[src/rtl/i2c_master_if.sv]
// rtl/i2c_master_if.sv - Wishbone register port and open-drain SCL/SDA pin bundle for i2c_master
interface i2c_master_if;
  logic        I2CM_STB_I;
  logic        I2CM_WE_I;
  logic [5:0]  I2CM_ADR_I;
  logic [31:0] I2CM_DAT_I;
  logic        I2CM_ACK_O;
  logic [31:0] I2CM_DAT_O;
  logic        scl_in;
  logic        sda_in;
  logic        scl_oe;
  logic        sda_oe;
  logic        int_i2cm;

  modport slave (
    input  I2CM_STB_I, I2CM_WE_I, I2CM_ADR_I, I2CM_DAT_I, scl_in, sda_in,
    output I2CM_ACK_O, I2CM_DAT_O, scl_oe, sda_oe, int_i2cm
  );

  modport master (
    output I2CM_STB_I, I2CM_WE_I, I2CM_ADR_I, I2CM_DAT_I, scl_in, sda_in,
    input  I2CM_ACK_O, I2CM_DAT_O, scl_oe, sda_oe, int_i2cm
  );
endinterface

[src/rtl/i2c_master.sv]
// rtl/i2c_master.sv - Wishbone I2C master byte engine (START / WRITE|READ+ACK / STOP)
// Optional clock stretching is built when I2CM_STRETCH_EN is defined.
module i2c_master #(
  parameter logic [15:0] DIV_RST = 16'd99
) (
  input  logic        CLK_I,
  input  logic        RST_N_I,
  i2c_master_if.slave bus
);

  localparam logic [2:0] ST_IDLE  = 3'd0;
  localparam logic [2:0] ST_START = 3'd1;
  localparam logic [2:0] ST_BIT   = 3'd2;
  localparam logic [2:0] ST_ACK   = 3'd3;
  localparam logic [2:0] ST_STOP  = 3'd4;

  localparam logic [5:0] ADR_CMD  = 6'h00;
  localparam logic [5:0] ADR_STAT = 6'h04;
  localparam logic [5:0] ADR_DIV  = 6'h08;

  logic [2:0]  state_q, state_d;
  logic [1:0]  quarter_q, quarter_d;
  logic [2:0]  bit_cnt_q, bit_cnt_d;
  logic [15:0] cnt_q, cnt_d;
  logic [15:0] div_q, div_d;
  logic [7:0]  tx_q, tx_d;
  logic [7:0]  rx_sh_q, rx_sh_d;
  logic [7:0]  rx_byte_q, rx_byte_d;
  logic        xfer_q, xfer_d;
  logic        rd_q, rd_d;
  logic        stop_q, stop_d;
  logic        nack_q, nack_d;
  logic        hold_q, hold_d;
  logic        rx_nack_q, rx_nack_d;
  logic        arb_lost_q, arb_lost_d;
  logic        done_q, done_d;
  logic        cmd_lost_q, cmd_lost_d;
  logic        irq_en_q, irq_en_d;
  logic        ack_q, ack_d;
  logic [31:0] dat_q, dat_d;
  logic        scl_oe_q, scl_oe_d;
  logic        sda_oe_q, sda_oe_d;

  logic        access;
  logic        cmd_wr;
  logic        stat_wr;
  logic        div_wr;
  logic        busy;
  logic        stall;
  logic        tick;
  logic        set_done;
  logic        set_arb;
  logic [31:0] wdat;
  logic        unused_dat;

  assign wdat    = bus.I2CM_DAT_I;
  assign access  = bus.I2CM_STB_I & ~ack_q;
  assign cmd_wr  = access & bus.I2CM_WE_I & (bus.I2CM_ADR_I == ADR_CMD);
  assign stat_wr = access & bus.I2CM_WE_I & (bus.I2CM_ADR_I == ADR_STAT);
  assign div_wr  = access & bus.I2CM_WE_I & (bus.I2CM_ADR_I == ADR_DIV);
  assign busy    = (state_q != ST_IDLE);
  assign unused_dat = ^wdat[31:17];

`ifdef I2CM_STRETCH_EN
  // A slave holding SCL low while we release it freezes the quarter timer.
  assign stall = busy & ~scl_oe_q & ~bus.scl_in;
`else
  logic unused_scl;
  assign unused_scl = bus.scl_in;
  assign stall      = 1'b0;
`endif

  assign tick = busy & ~stall & (cnt_q == 16'd0);

  always_comb begin
    state_d   = state_q;
    quarter_d = quarter_q;
    bit_cnt_d = bit_cnt_q;
    cnt_d     = cnt_q;
    tx_d      = tx_q;
    rx_sh_d   = rx_sh_q;
    rx_byte_d = rx_byte_q;
    xfer_d    = xfer_q;
    rd_d      = rd_q;
    stop_d    = stop_q;
    nack_d    = nack_q;
    hold_d    = hold_q;
    rx_nack_d = rx_nack_q;
    set_done  = 1'b0;
    set_arb   = 1'b0;

    if (busy && !stall) begin
      cnt_d = tick ? div_q : (cnt_q - 16'd1);
    end
    if (tick) begin
      quarter_d = quarter_q + 2'd1;
    end

    case (state_q)
      ST_IDLE: begin
        if (cmd_wr && (wdat[11:8] != 4'd0)) begin
          tx_d      = wdat[7:0];
          stop_d    = wdat[9];
          xfer_d    = wdat[10] | wdat[11];
          rd_d      = wdat[11] & ~wdat[10];
          nack_d    = wdat[12];
          quarter_d = 2'd0;
          bit_cnt_d = 3'd7;
          cnt_d     = div_q;
          if (wdat[8]) begin
            state_d = ST_START;
          end else if (wdat[10] | wdat[11]) begin
            state_d = ST_BIT;
          end else begin
            state_d = ST_STOP;
          end
        end
      end
      ST_START: begin
        if (tick) begin
          if (quarter_q == 2'd0 && !bus.sda_in) begin
            state_d = ST_IDLE;
            hold_d  = 1'b0;
            set_arb = 1'b1;
            set_done = 1'b1;
          end else if (quarter_q == 2'd3) begin
            hold_d = 1'b1;
            if (xfer_q) begin
              state_d = ST_BIT;
            end else if (stop_q) begin
              state_d = ST_STOP;
            end else begin
              state_d  = ST_IDLE;
              set_done = 1'b1;
            end
          end
        end
      end
      ST_BIT: begin
        if (tick) begin
          if (quarter_q == 2'd2) begin
            rx_sh_d = {rx_sh_q[6:0], bus.sda_in};
            if (!rd_q && tx_q[7] && !bus.sda_in) begin
              state_d  = ST_IDLE;
              hold_d   = 1'b0;
              set_arb  = 1'b1;
              set_done = 1'b1;
            end
          end else if (quarter_q == 2'd3) begin
            tx_d = {tx_q[6:0], 1'b0};
            if (bit_cnt_q == 3'd0) begin
              state_d = ST_ACK;
            end else begin
              bit_cnt_d = bit_cnt_q - 3'd1;
            end
          end
        end
      end
      ST_ACK: begin
        if (tick) begin
          if (quarter_q == 2'd2) begin
            if (!rd_q) begin
              rx_nack_d = bus.sda_in;
            end
          end else if (quarter_q == 2'd3) begin
            if (rd_q) begin
              rx_byte_d = rx_sh_q;
            end
            if (stop_q) begin
              state_d = ST_STOP;
            end else begin
              state_d  = ST_IDLE;
              hold_d   = 1'b1;
              set_done = 1'b1;
            end
          end
        end
      end
      ST_STOP: begin
        if (tick && quarter_q == 2'd3) begin
          state_d  = ST_IDLE;
          hold_d   = 1'b0;
          set_done = 1'b1;
        end
      end
      default: begin
        state_d = ST_IDLE;
        hold_d  = 1'b0;
      end
    endcase
  end

  // Pin drivers are registered from the next state so they change together with it.
  always_comb begin
    scl_oe_d = 1'b0;
    sda_oe_d = 1'b0;
    case (state_d)
      ST_IDLE: begin
        scl_oe_d = hold_d;
      end
      ST_START: begin
        scl_oe_d = quarter_d[1];
        sda_oe_d = (quarter_d != 2'd0);
      end
      ST_BIT: begin
        scl_oe_d = (quarter_d == 2'd0) || (quarter_d == 2'd3);
        sda_oe_d = ~rd_d & ~tx_d[7];
      end
      ST_ACK: begin
        scl_oe_d = (quarter_d == 2'd0) || (quarter_d == 2'd3);
        sda_oe_d = rd_d & ~nack_d;
      end
      ST_STOP: begin
        scl_oe_d = (quarter_d == 2'd0);
        sda_oe_d = (quarter_d < 2'd2);
      end
      default: begin
        scl_oe_d = 1'b0;
        sda_oe_d = 1'b0;
      end
    endcase
  end

  always_comb begin
    arb_lost_d = set_arb  | (arb_lost_q & ~(stat_wr & wdat[10]));
    done_d     = set_done | (done_q     & ~(stat_wr & wdat[11]));
    cmd_lost_d = (cmd_wr & busy) | (cmd_lost_q & ~(stat_wr & wdat[12]));
    irq_en_d   = stat_wr ? wdat[16] : irq_en_q;
    div_d      = (div_wr && !busy) ? wdat[15:0] : div_q;
    ack_d      = access;
    dat_d      = dat_q;
    if (access && !bus.I2CM_WE_I) begin
      case (bus.I2CM_ADR_I)
        ADR_CMD:  dat_d = 32'd0;
        ADR_STAT: dat_d = {15'd0, irq_en_q, 3'd0, cmd_lost_q, done_q, arb_lost_q,
                           rx_nack_q, busy, rx_byte_q};
        ADR_DIV:  dat_d = {16'd0, div_q};
        default:  dat_d = 32'hdeaddead;
      endcase
    end
  end

  always_ff @(posedge CLK_I or negedge RST_N_I) begin
    if (!RST_N_I) begin
      state_q    <= ST_IDLE;
      quarter_q  <= 2'd0;
      bit_cnt_q  <= 3'd0;
      cnt_q      <= 16'd0;
      div_q      <= DIV_RST;
      tx_q       <= 8'd0;
      rx_sh_q    <= 8'd0;
      rx_byte_q  <= 8'd0;
      xfer_q     <= 1'b0;
      rd_q       <= 1'b0;
      stop_q     <= 1'b0;
      nack_q     <= 1'b0;
      hold_q     <= 1'b0;
      rx_nack_q  <= 1'b0;
      arb_lost_q <= 1'b0;
      done_q     <= 1'b0;
      cmd_lost_q <= 1'b0;
      irq_en_q   <= 1'b0;
      ack_q      <= 1'b0;
      dat_q      <= 32'd0;
      scl_oe_q   <= 1'b0;
      sda_oe_q   <= 1'b0;
    end else begin
      state_q    <= state_d;
      quarter_q  <= quarter_d;
      bit_cnt_q  <= bit_cnt_d;
      cnt_q      <= cnt_d;
      div_q      <= div_d;
      tx_q       <= tx_d;
      rx_sh_q    <= rx_sh_d;
      rx_byte_q  <= rx_byte_d;
      xfer_q     <= xfer_d;
      rd_q       <= rd_d;
      stop_q     <= stop_d;
      nack_q     <= nack_d;
      hold_q     <= hold_d;
      rx_nack_q  <= rx_nack_d;
      arb_lost_q <= arb_lost_d;
      done_q     <= done_d;
      cmd_lost_q <= cmd_lost_d;
      irq_en_q   <= irq_en_d;
      ack_q      <= ack_d;
      dat_q      <= dat_d;
      scl_oe_q   <= scl_oe_d;
      sda_oe_q   <= sda_oe_d;
    end
  end

  assign bus.I2CM_ACK_O = ack_q;
  assign bus.I2CM_DAT_O = dat_q;
  assign bus.scl_oe     = scl_oe_q;
  assign bus.sda_oe     = sda_oe_q;
  assign bus.int_i2cm   = done_q & irq_en_q;

endmodule

[src/flat_wrapper.sv]
// flat-port wrapper written by rule: the top's interface ports become plain ports
module i2c_master_flat 
#(
  parameter logic [15:0] DIV_RST = 16'd99
)
  (CLK_I, RST_N_I, bus_I2CM_STB_I, bus_I2CM_WE_I, bus_I2CM_ADR_I, bus_I2CM_DAT_I, bus_scl_in, bus_sda_in, bus_I2CM_ACK_O, bus_I2CM_DAT_O, bus_scl_oe, bus_sda_oe, bus_int_i2cm);
  i2c_master_if bus_i ();
  input  logic CLK_I;
  input  logic RST_N_I;
  input wire logic [$bits(bus_i.I2CM_STB_I)-1:0] bus_I2CM_STB_I;
  input wire logic [$bits(bus_i.I2CM_WE_I)-1:0] bus_I2CM_WE_I;
  input wire logic [$bits(bus_i.I2CM_ADR_I)-1:0] bus_I2CM_ADR_I;
  input wire logic [$bits(bus_i.I2CM_DAT_I)-1:0] bus_I2CM_DAT_I;
  input wire logic [$bits(bus_i.scl_in)-1:0] bus_scl_in;
  input wire logic [$bits(bus_i.sda_in)-1:0] bus_sda_in;
  output wire logic [$bits(bus_i.I2CM_ACK_O)-1:0] bus_I2CM_ACK_O;
  output wire logic [$bits(bus_i.I2CM_DAT_O)-1:0] bus_I2CM_DAT_O;
  output wire logic [$bits(bus_i.scl_oe)-1:0] bus_scl_oe;
  output wire logic [$bits(bus_i.sda_oe)-1:0] bus_sda_oe;
  output wire logic [$bits(bus_i.int_i2cm)-1:0] bus_int_i2cm;
  assign bus_i.I2CM_STB_I = bus_I2CM_STB_I;
  assign bus_i.I2CM_WE_I = bus_I2CM_WE_I;
  assign bus_i.I2CM_ADR_I = bus_I2CM_ADR_I;
  assign bus_i.I2CM_DAT_I = bus_I2CM_DAT_I;
  assign bus_i.scl_in = bus_scl_in;
  assign bus_i.sda_in = bus_sda_in;
  assign bus_I2CM_ACK_O = bus_i.I2CM_ACK_O;
  assign bus_I2CM_DAT_O = bus_i.I2CM_DAT_O;
  assign bus_scl_oe = bus_i.scl_oe;
  assign bus_sda_oe = bus_i.sda_oe;
  assign bus_int_i2cm = bus_i.int_i2cm;
  i2c_master #(.DIV_RST(DIV_RST)) u_core (.CLK_I(CLK_I), .RST_N_I(RST_N_I), .bus(bus_i));
endmodule
[config.mk]
export PLATFORM = sky130hd
export DESIGN_NAME = i2c_master_flat
export DESIGN_NICKNAME = d
export VERILOG_FILES = /design/src/rtl/i2c_master_if.sv /design/src/rtl/i2c_master.sv /design/src/flat_wrapper.sv
export SDC_FILE = /design/constraint.sdc
export NUM_CORES = 1
export LEC_CHECK = 0
export BUFFER_PORTS_ARGS = -buffer_cell sky130_fd_sc_hd__buf_2
export CAP_MARGIN = 20
export CORE_MARGIN = 2
export CORE_UTILIZATION = 61
export CTS_CLUSTER_DIAMETER = 60
export CTS_CLUSTER_SIZE = 25
export DETAILED_ROUTE_END_ITERATION = 7
export PLACE_DENSITY = 0.94
export RECOVER_POWER = 100
export SLEW_MARGIN = 25
export SYNTH_ARGS = -nofsm -noshare
export SYNTH_HDL_FRONTEND = slang
export SYNTH_SLANG_ARGS = --single-unit
[constraint.sdc]
create_clock -name CLK_I -period 4.25 [get_ports CLK_I]
set_input_delay 0.2125 -clock CLK_I [delete_from_list [all_inputs] [get_ports CLK_I]]
set_output_delay 0.2125 -clock CLK_I [all_outputs]
set_load 0.05 [all_outputs]
# [Word-level counts from Yosys, hierarchy flattened]
# Index checks and enable logic that the tools add are counted.
[totals] ff_bits=109 input_bits=44 out_inout_bits=36 wordCells=177
[op_classes] add_sub_neg=3 n_lt_le_gt_ge=1 n_eq_ne=18 n_mux=71 n_bitwise=31 n_reduce_logical=30
[op_table] op="32-bit one-hot mux with 3 select lines" count=1
[op_table] op="3-bit 2-to-1 mux" count=22
[op_table] op="16-bit 2-to-1 mux" count=4
[op_table] op="8-bit 2-to-1 mux" count=4
[op_table] op="1-bit 2-to-1 mux" count=29
[op_table] op="1-bit bitwise AND" count=17
[op_table] op="16-bit zero test" count=1
[op_table] op="8-bit one-hot mux with 2 select lines" count=1
[op_table] op="16-bit by 1-bit subtractor with 16-bit output (second input constant)" count=1
[op_table] op="3-bit one-hot mux with 5 select lines" count=1
[op_table] op="3-bit by 2-bit == test with 1-bit output (second input constant)" count=4
[op_table] op="1-bit one-hot mux with 4 select lines" count=3
[op_table] op="1-bit NOT" count=10
[op_table] op="5-bit AND reduction" count=2
[op_table] op="3-bit zero test" count=3
[op_table] op="1-bit logical AND" count=7
[op_table] op="2-bit == test (second input constant)" count=3
[op_table] op="3-bit by 1-bit == test with 1-bit output (second input constant)" count=2
[op_table] op="3-bit == test (second input constant)" count=2
[op_table] op="6-bit by 3-bit == test with 1-bit output (second input constant)" count=1
[op_table] op="6-bit by 4-bit == test with 1-bit output (second input constant)" count=1
[op_table] op="6-bit zero test" count=1
[op_table] op="2-bit 2-to-1 mux" count=3
[op_table] op="2-bit by 1-bit != test with 1-bit output (second input constant)" count=3
[op_table] op="19 further kinds" count=28

# [Logic depth before layout (Yosys ltp)]
# Gate-level depths: netlist (run 1).
[depth] ltp_word=10 ltp_mapped=12 depth_no_buf=12

# [Worst setup path before layout (run 1)]
# Ideal clock, no wire load.
[synth_path] kind="reg-to-reg" start="register u_core.cnt_q[4]" end="register u_core.scl_oe_q (netlist: u_core.bus.scl_oe)" setup_ns=0.092 t_arrival_ns=2.574 required_time_ns=4.158 slack_ns=1.584 path_stages_with_launch=13 path_buffers=2 period_less_slack_ns=2.666 cell_sequence="dfrtp_1 -> or4_1 -> buf_2 -> or4_4 -> buf_6 -> nor2_4 -> nor2_1 -> nand2_1 -> o21a_1 -> ha_1 -> a31oi_1 -> a21oi_1 -> o31ai_2"
[synth_via] elab_chain_len=8 elab_cells_between_ends=26 cone_classes="eq/ne (5); mux (14); bitwise (1); reduce/logical (6)"
[synth_lines] item="start, declared" line="i2c_master.sv:24" rtl="logic [15:0] cnt_q, cnt_d;"
[synth_lines] item="start signal, assigned" line="i2c_master.sv:271" rtl="cnt_q <= cnt_d;"
[synth_lines] item="16-bit zero test *" line="i2c_master.sv:73" rtl="assign tick = busy & ~stall & (cnt_q == 16'd0);"
[synth_lines] item="1-bit bitwise AND *" line="i2c_master.sv:73"
[synth_lines] item="1-bit logical AND / 2-bit 2-to-1 mux (equally long branches)" line="i2c_master.sv:180, i2c_master.sv:95"
[synth_lines] item="3-bit 2-to-1 mux / 2-bit 2-to-1 mux (equally long branches)" line="i2c_master.sv:180, i2c_master.sv:101"
[synth_lines] item="3-bit one-hot mux with 5 select lines / 2-bit 2-to-1 mux (equally long branches)" line="i2c_master.sv:99" rtl="case (state_q)"
[synth_lines] item="3-bit by 2-bit == test with 1-bit output (tied with other cells)" line="i2c_master.sv:197" rtl="case (state_d)"
[synth_lines] item="2-bit OR reduction (no source line) / 1-bit logical OR (equally long branches)"
[synth_lines] item="1-bit one-hot mux with 4 select lines *" line="i2c_master.sv:197"
[synth_lines] item="named net u_core.scl_oe_d" line="i2c_master.sv:41" rtl="logic scl_oe_q, scl_oe_d;"
[synth_lines] item="end signal, assigned" line="i2c_master.sv:288" rtl="scl_oe_q <= scl_oe_d;"
[synth_lines] item="end, declared" line="i2c_master.sv:41"
# The timed path passes the listed nets; every way through them passes the cells marked *.
# A chain may end at the register's enable or synchronous reset.

# [Worst setup path after layout (run 1)]
[layout_path] start="register u_core.cnt_q[4]" end="register u_core.rx_sh_q[1]"
[layout_via] elab_chain_len=3
[layout_lines] item="16-bit zero test" line="i2c_master.sv:73"
[layout_lines] item="1-bit bitwise AND" line="i2c_master.sv:73"
[layout_lines] item="3-bit AND reduction (no source line)"
[layout_lines] item="end signal, assigned" line="i2c_master.sv:274" rtl="rx_sh_q <= rx_sh_d;"
[layout_lines] item="end, declared" line="i2c_master.sv:27" rtl="logic [7:0] rx_sh_q, rx_sh_d;"
# Every way passes these cells.

==> results.cfg, run 1 <==
[clock_network]
cts_resized = 0
htreeDepth = 3
clk_latency_ps = 380
clockBufferDepth = 2
cts_setup_buffers = 0
cts_root_buffer = clkbuf_8
numCtsBuffers = 9
clkSinkCount = 95
cts.clk_slew.worst_paths_ps = 100
cts_tree = done
ctsHoldBuffers = 1

[worst_setup_path]
max_stage_delay_ps = 660
worst-setup-path-type = reg2reg
path_max_fanout = 10
crit_required_ps = 4510
path_cells = or4_1 > or4_4 > nor2_1 > nand3_1 > mux2_2
end_kind = flip-flop
slowest_stage = or4_1
cp.arrival_ps = 3710
startpoint_type = flip-flop

[power]
power.leakage_nw = 2.380
p_per_area_mw_per_mm2 = 366.8
ir_worst_vdd_v = 0.0003309

[routing]
wire_per_inst_um = 19.49
drt-pass1-iter-count = 6
vias = 4170
viasPerCell = 6.598
routed_wl_um = 12320
ant_nets = 0
drt_iter0_drc = 531
drc = 0

[global_route]
grt_max_degree = 53
grt_pass1_vias = 4076
grtUsageTotal_pct = 29.41
grt_pass1_wl_um = 19740
antenna_found_initial = 0
grt_overflow = 0

[timing]
slew_headroom_pct = -84.69
tightestPinTransition_ps = 2770
finalSetupTns_ps = 0
max_freq_ghz = 0.2903
drv_slew = 53
setup_viol_count_final = 0
worst_slack_ps = 804.8
clock_skew_ps = 10.39
fin_crit_sh_pct = 81.06
period_minus_slack_ps = 3445
finalHoldViolations = 0
rsz0062_at_grt = no

[synthesis]
synth.distinct_cells = 73
syn_area_per_cell_um2 = 10.20
async_flop_share_pct = 100.0
synth-edff-count = 0
synthFlopType = dfrtp_1
synth_area_leaders = dfrtp_1 47%, mux2_2 8.3%, nand2_1 3.9%
syn_inst = 480
synth_seq_cells = 95
synth_most_common_cell = dfrtp_1
synth_top_area_share_pct = 46.52
synthesis.area_mm2 = 0.004895
ys_top_cells_by_count = 91 x dfrtp_1, 51 x nand2_1, 46 x nor2_1, 36 x mux2_2, 28 x o21ai_0
ys_seq_area_share_pct = 48.67
yosys_warnings = 0
yosys.area.top_type = dfrtp_1

[floorplan]
die_y_um = 93.58
die_area_mm2 = 0.008756
rows = 32
die_x_um = 93.58
ioPinCount = 80
core-area_mm2 = 0.007767
initial_core_util_pct = 63.02

[min_path]
hold_class = in2reg

[finish]
synthToLayoutAreaGrowth_pct = 8.998
fin_cells = 632
num-nets-final = 577
final_area_mm2 = 0.005335
n_fill_cell = 590
diodes = 0
drive_gt1_share_pct = 18.68

[placement]
dp_slack_ps = 1171
dpl.cell_count = 615
dpl-instance-area_mm2 = 0.005182
hpwl_um = 8610
gp_congestion = 0.9577
portBuffers = 58

[run_status]
status = complete, but fails checks
violations = max-capacitance violations, max-slew violations

[run]
cap_violations = 1
==> worst max-delay path, delay by kind of cell (launching register included) <==
kind / cells / cell delay, ps
mux: 1 / 430
flops: 1 / 490
simple gates: 4 / 2410
==> layout make-up <==
| cell class | count | area (um2) | share of cell area [%] |
|---|---|---|---|
| Sequential cell | 95 | 2382 | 44.65 |
| Multi-Input combinational cell | 341 | 2238 | 41.96 |
| Timing Repair Buffer | 66 | 301.5 | 5.652 |
| Clock buffer | 10 | 137.6 | 2.580 |
| Tap cell | 102 | 127.6 | 2.392 |
| Clock inverter | 6 | 102.6 | 1.923 |
| Inverter | 12 | 45.04 | 0.8443 |
==> per-stage QoR <==
step | utilization (%) | hold slack (ps) | power [mW]
after detailed placement | 66.72 | 280.5 | 1.273
after global routing | 68.69 | 66.47 | 2.019
final | 68.69 | 68.89 | 1.957
after floorplan | - | -83.09 | 1.193
after global placement | 66.72 | 269.3 | 1.251
after CTS | 69.94 | 72.87 | 1.959
==> cells by family (layout without fill, tap and decap cells) <==
family,after synthesis,in the layout,share of synthesized area (%)
XOR/XNOR,5,5,0.8948
adder cells (fa/ha/maj),8,8,2.045
AO/OA/AOI/OAI,106,106,15.36
flip-flops,95,95,48.67
other,1,5,0.07661
AND/OR/NAND/NOR,180,180,19.45
buffers and inverters,48,94,5.010
multiplexers,37,37,8.487
==> power by group <==
part	internal (mW)	switching [mW]	total [mW]	leakage, nW
Clock	0.356	0.335	0.691	0.120
Sequential	0.959	0.0734	1.03	1.17
Combinational	0.0702	0.163	0.233	1.09
Total	1.39	0.571	1.96	2.38
==> per-layer routing <==
layer	global-route usage [%]	vias to the layer above	share of wire (%)
li1	-	1816	-
met1	37.75	2008	38
met2	47.90	285	49
met3	6.366	61	9.3
met4	13.65	0	4.0
met5	0	-	0
==> sequential cells by signal, summed over array words and instances (netlist names), 2 cells and up <==
register               count
u_core.bit_cnt_q           3
u_core.bus.I2CM_DAT_O     18
u_core.cnt_q              16
u_core.div_q              16
u_core.quarter_q           2
u_core.rx_byte_q           8
u_core.rx_sh_q             8
u_core.state_q             3
u_core.tx_q                8
==> layout by cell type, fill, tap and decap left out, types with 3 or more instances in the layout <==
cell type	instances
nand3b_1	3
clkbuf_8	10
inv_1	12
buf_4	4
nor3_1	10
a31oi_1	7
nand2_1	51
clkbuf_1	35
a221oi_1	9
xnor2_1	3
buf_2	26
o31ai_1	7
nor2_1	47
conb_1	5
and3_1	3
nor4b_1	4
a21oi_1	14
dfrtp_1	91
a22oi_1	12
dfstp_2	4
ha_1	8
nor3b_1	4
nand2b_1	6
nand3_1	12
or4_1	3
mux2_2	36
nor2b_1	9
a221o_1	3
nor4_1	8
a22o_1	3
o21ai_0	28
==> path summary, 6_finish.rpt <==
check | startpoint | end | cells past startpoint | slack (ps)
worst min-delay path | bus_I2CM_DAT_I[15] | u_core.div_q[15] | 2 | 70
worst max-delay path | u_core.cnt_q[4] | u_core.rx_sh_q[1] | 5 | 800
max in group asynchronous | RST_N_I | u_core.div_q[5] | 3 | 1280
worst min register to register | u_core.bit_cnt_q[0] | u_core.bit_cnt_q[0] | 1 | 480
min in group asynchronous | RST_N_I | u_core.bus.scl_oe | 2 | 1260
worst max register to register | u_core.cnt_q[4] | u_core.rx_sh_q[1] | 5 | 800
Power figures use the tool's default switching activity.
==> run 2: changes to the inputs <==
--- a/config.mk
+++ b/config.mk
@@ -8,11 +8,11 @@
 export BUFFER_PORTS_ARGS = -buffer_cell sky130_fd_sc_hd__buf_2
 export CAP_MARGIN = 20
 export CORE_MARGIN = 2
-export CORE_UTILIZATION = 61
+export CORE_UTILIZATION = 57
 export CTS_CLUSTER_DIAMETER = 60
 export CTS_CLUSTER_SIZE = 25
 export DETAILED_ROUTE_END_ITERATION = 7
-export PLACE_DENSITY = 0.94
+export PLACE_DENSITY = 0.89
 export RECOVER_POWER = 100
 export SLEW_MARGIN = 25
 export SYNTH_ARGS = -nofsm -noshare
==> constraint.sdc (replaced) <==
create_clock -name CLK_I -period 3.2 [get_ports CLK_I]
set_input_delay 0.16 -clock CLK_I [delete_from_list [all_inputs] [get_ports CLK_I]]
set_output_delay 0.16 -clock CLK_I [all_outputs]
set_load 0.05 [all_outputs]
==> results.cfg, run 2 (synthesis results as in run 1) <==
[run_status]
status = complete, but fails checks
violations = max-capacitance violations, max-slew violations

[routing]
drt-pass1-iter-count = 5
routed_wl_um = 12700
drt_iter0_drc = 374
wire_per_inst_um = 19.69
ant_nets = 0
vias = 4126
viasPerCell = 6.397
drc = 0

[global_route]
met3_usage_pct = 6.575
grt_pass1_vias = 4042
antenna_found_initial = 0
grt_max_degree = 46
grt_overflow = 0
grtUsageMet2_pct = 44.07
grt_pass1_wl_um = 20610
grtUsageTotal_pct = 27.59
use_met1_pct = 36.88
busiest_layer = met2

[timing]
max_freq_ghz = 0.3410
setup_viol_count_final = 0
fin_crit_sh_pct = 91.65
tightestPinTransition_ps = 2432
period_minus_slack_ps = 2933
finalSetupTns_ps = 0
drv_slew = 46
slew_headroom_pct = -62.16
clock_skew_ps = 14.10
rsz0062_at_grt = no
finalHoldViolations = 0

[worst_setup_path]
path_buf_inv = 1
max_stage_delay_ps = 580
startpoint_type = flip-flop
crit_required_ps = 3460
worst-setup-path-type = reg2reg
path_max_fanout = 10
slowest_stage = or4_4
end_kind = flip-flop
cp.arrival_ps = 3200
cp_top_family = simple AND/OR/NAND/NOR gates
path_cells = or4_4 > or2_2 > nor4_1 > clkbuf_1 > nor2_1 > nor3_1 > a21oi_1

[finish]
layout_commonest_cell = dfrtp_1
final_cell_mix = 91 x dfrtp_1, 51 x nand2_1, 46 x nor2_1
num-nets-final = 587
diodes = 0
synthToLayoutAreaGrowth_pct = 9.842
drive_gt1_share_pct = 20.37
largest_reg_flops = 18
utilization_pct = 65.11

[clock_network]
cts.clk_slew.worst_paths_ps = 100
numCtsBuffers = 9
clockBufferDepth = 2
cts_setup_buffers = 0
cts_root_buffer = clkbuf_8
ctsHoldBuffers = 1
clkSinkCount = 95
cts_resized = 0
clk_latency_ps = 370
cts_tree = done
htreeDepth = 3

[power]
seqPwrFrac_pct = 56.0
p_per_area_mw_per_mm2 = 452.6
swShare_pct = 31.39
pwr-share-comb_pct = 12.7
ir_worst_vdd_v = 0.0003146
p_int_mw = 1.670
power.leakage_nw = 2.393
clkPwrFrac_pct = 31.3
power.switching_mw = 0.7638

[placement]
gp_congestion = 0.9641
hpwl_um = 9047
portBuffers = 58

[floorplan]
core-area_mm2 = 0.008258
die_y_um = 96.67
die_x_um = 96.67
rows = 33
initial_core_util_pct = 59.27
ioPinCount = 80
die_area_mm2 = 0.009344

[min_path]
hold_class = in2reg

[run]
cap_violations = 1
## run 2: cell count changes in the layout (fill, tap and decap cells not counted), sizes merged
cell and delta:
clkbuf +2, clkinv -2, clkinvlp +2, bufinv -2, inv +2, buf +8
## run 2: through the flow
step                      hold slack (ps)  worst slack [ps]  total power, mW  instances  instance area, um2
final                               16.52             267.3            2.433        645                5376
after global routing                1.623             76.20            2.530        645                5376
after CTS                           11.13             360.6            2.444        645                5459
after detailed placement            196.5             392.1            1.694        628                5261
after global placement              188.5             451.9            1.667        628                5261
after floorplan                    -135.6             534.3            1.584        484                4910
## run 2: power by group through the flow
stage	Combinational (mW)	Clock, mW	Sequential [mW]
after floorplan	0.179	0	1.41
after global placement	0.297	0	1.37
after detailed placement	0.315	0	1.38
after CTS	0.317	0.771	1.36
after global routing	0.340	0.820	1.37
final	0.309	0.761	1.36
## run 2: worst paths after layout
kind / endpoint / slack [ps] / startpoint / depth (start not counted)
setup / recovery: u_core.bit_cnt_q[1] / 270 / u_core.cnt_q[10] / 7
hold / removal: u_core.div_q[14] / 20 / bus_I2CM_DAT_I[14] / 2
setup reg to reg: u_core.bit_cnt_q[1] / 270 / u_core.cnt_q[10] / 7
hold reg to reg: u_core.bit_cnt_q[0] / 480 / u_core.bit_cnt_q[0] / 1
max in group asynchronous: u_core.div_q[5] / 680 / RST_N_I / 3
min in group asynchronous: u_core.tx_q[2] / 1060 / RST_N_I / 2
## run 2: cell type report
| cell class | instances | area (um2) |
|---|---|---|
| Fill cell | 644 | 2882 |
| Sequential cell | 95 | 2382 |
| Multi-Input combinational cell | 341 | 2261 |
| Timing Repair Buffer | 76 | 369.1 |
| Tap cell | 105 | 131.4 |
| Clock buffer | 10 | 127.6 |
| Clock inverter | 6 | 60.06 |
| Inverter | 12 | 45.04 |
## run 2: worst reg2reg max path, stage by stage, from the launching register on
cell	delay [ps]
dfrtp_1	460
or4_4	580
or2_2	340
nor4_1	410
clkbuf_1	420
nor2_1	240
nor3_1	250
a21oi_1	110
## run 2: per-layer routing
layer	vias up	routed length [um]
met5	-	0
met4	0	360
met3	33	1134
met2	254	6282
met1	2005	4920
li1	1834	-
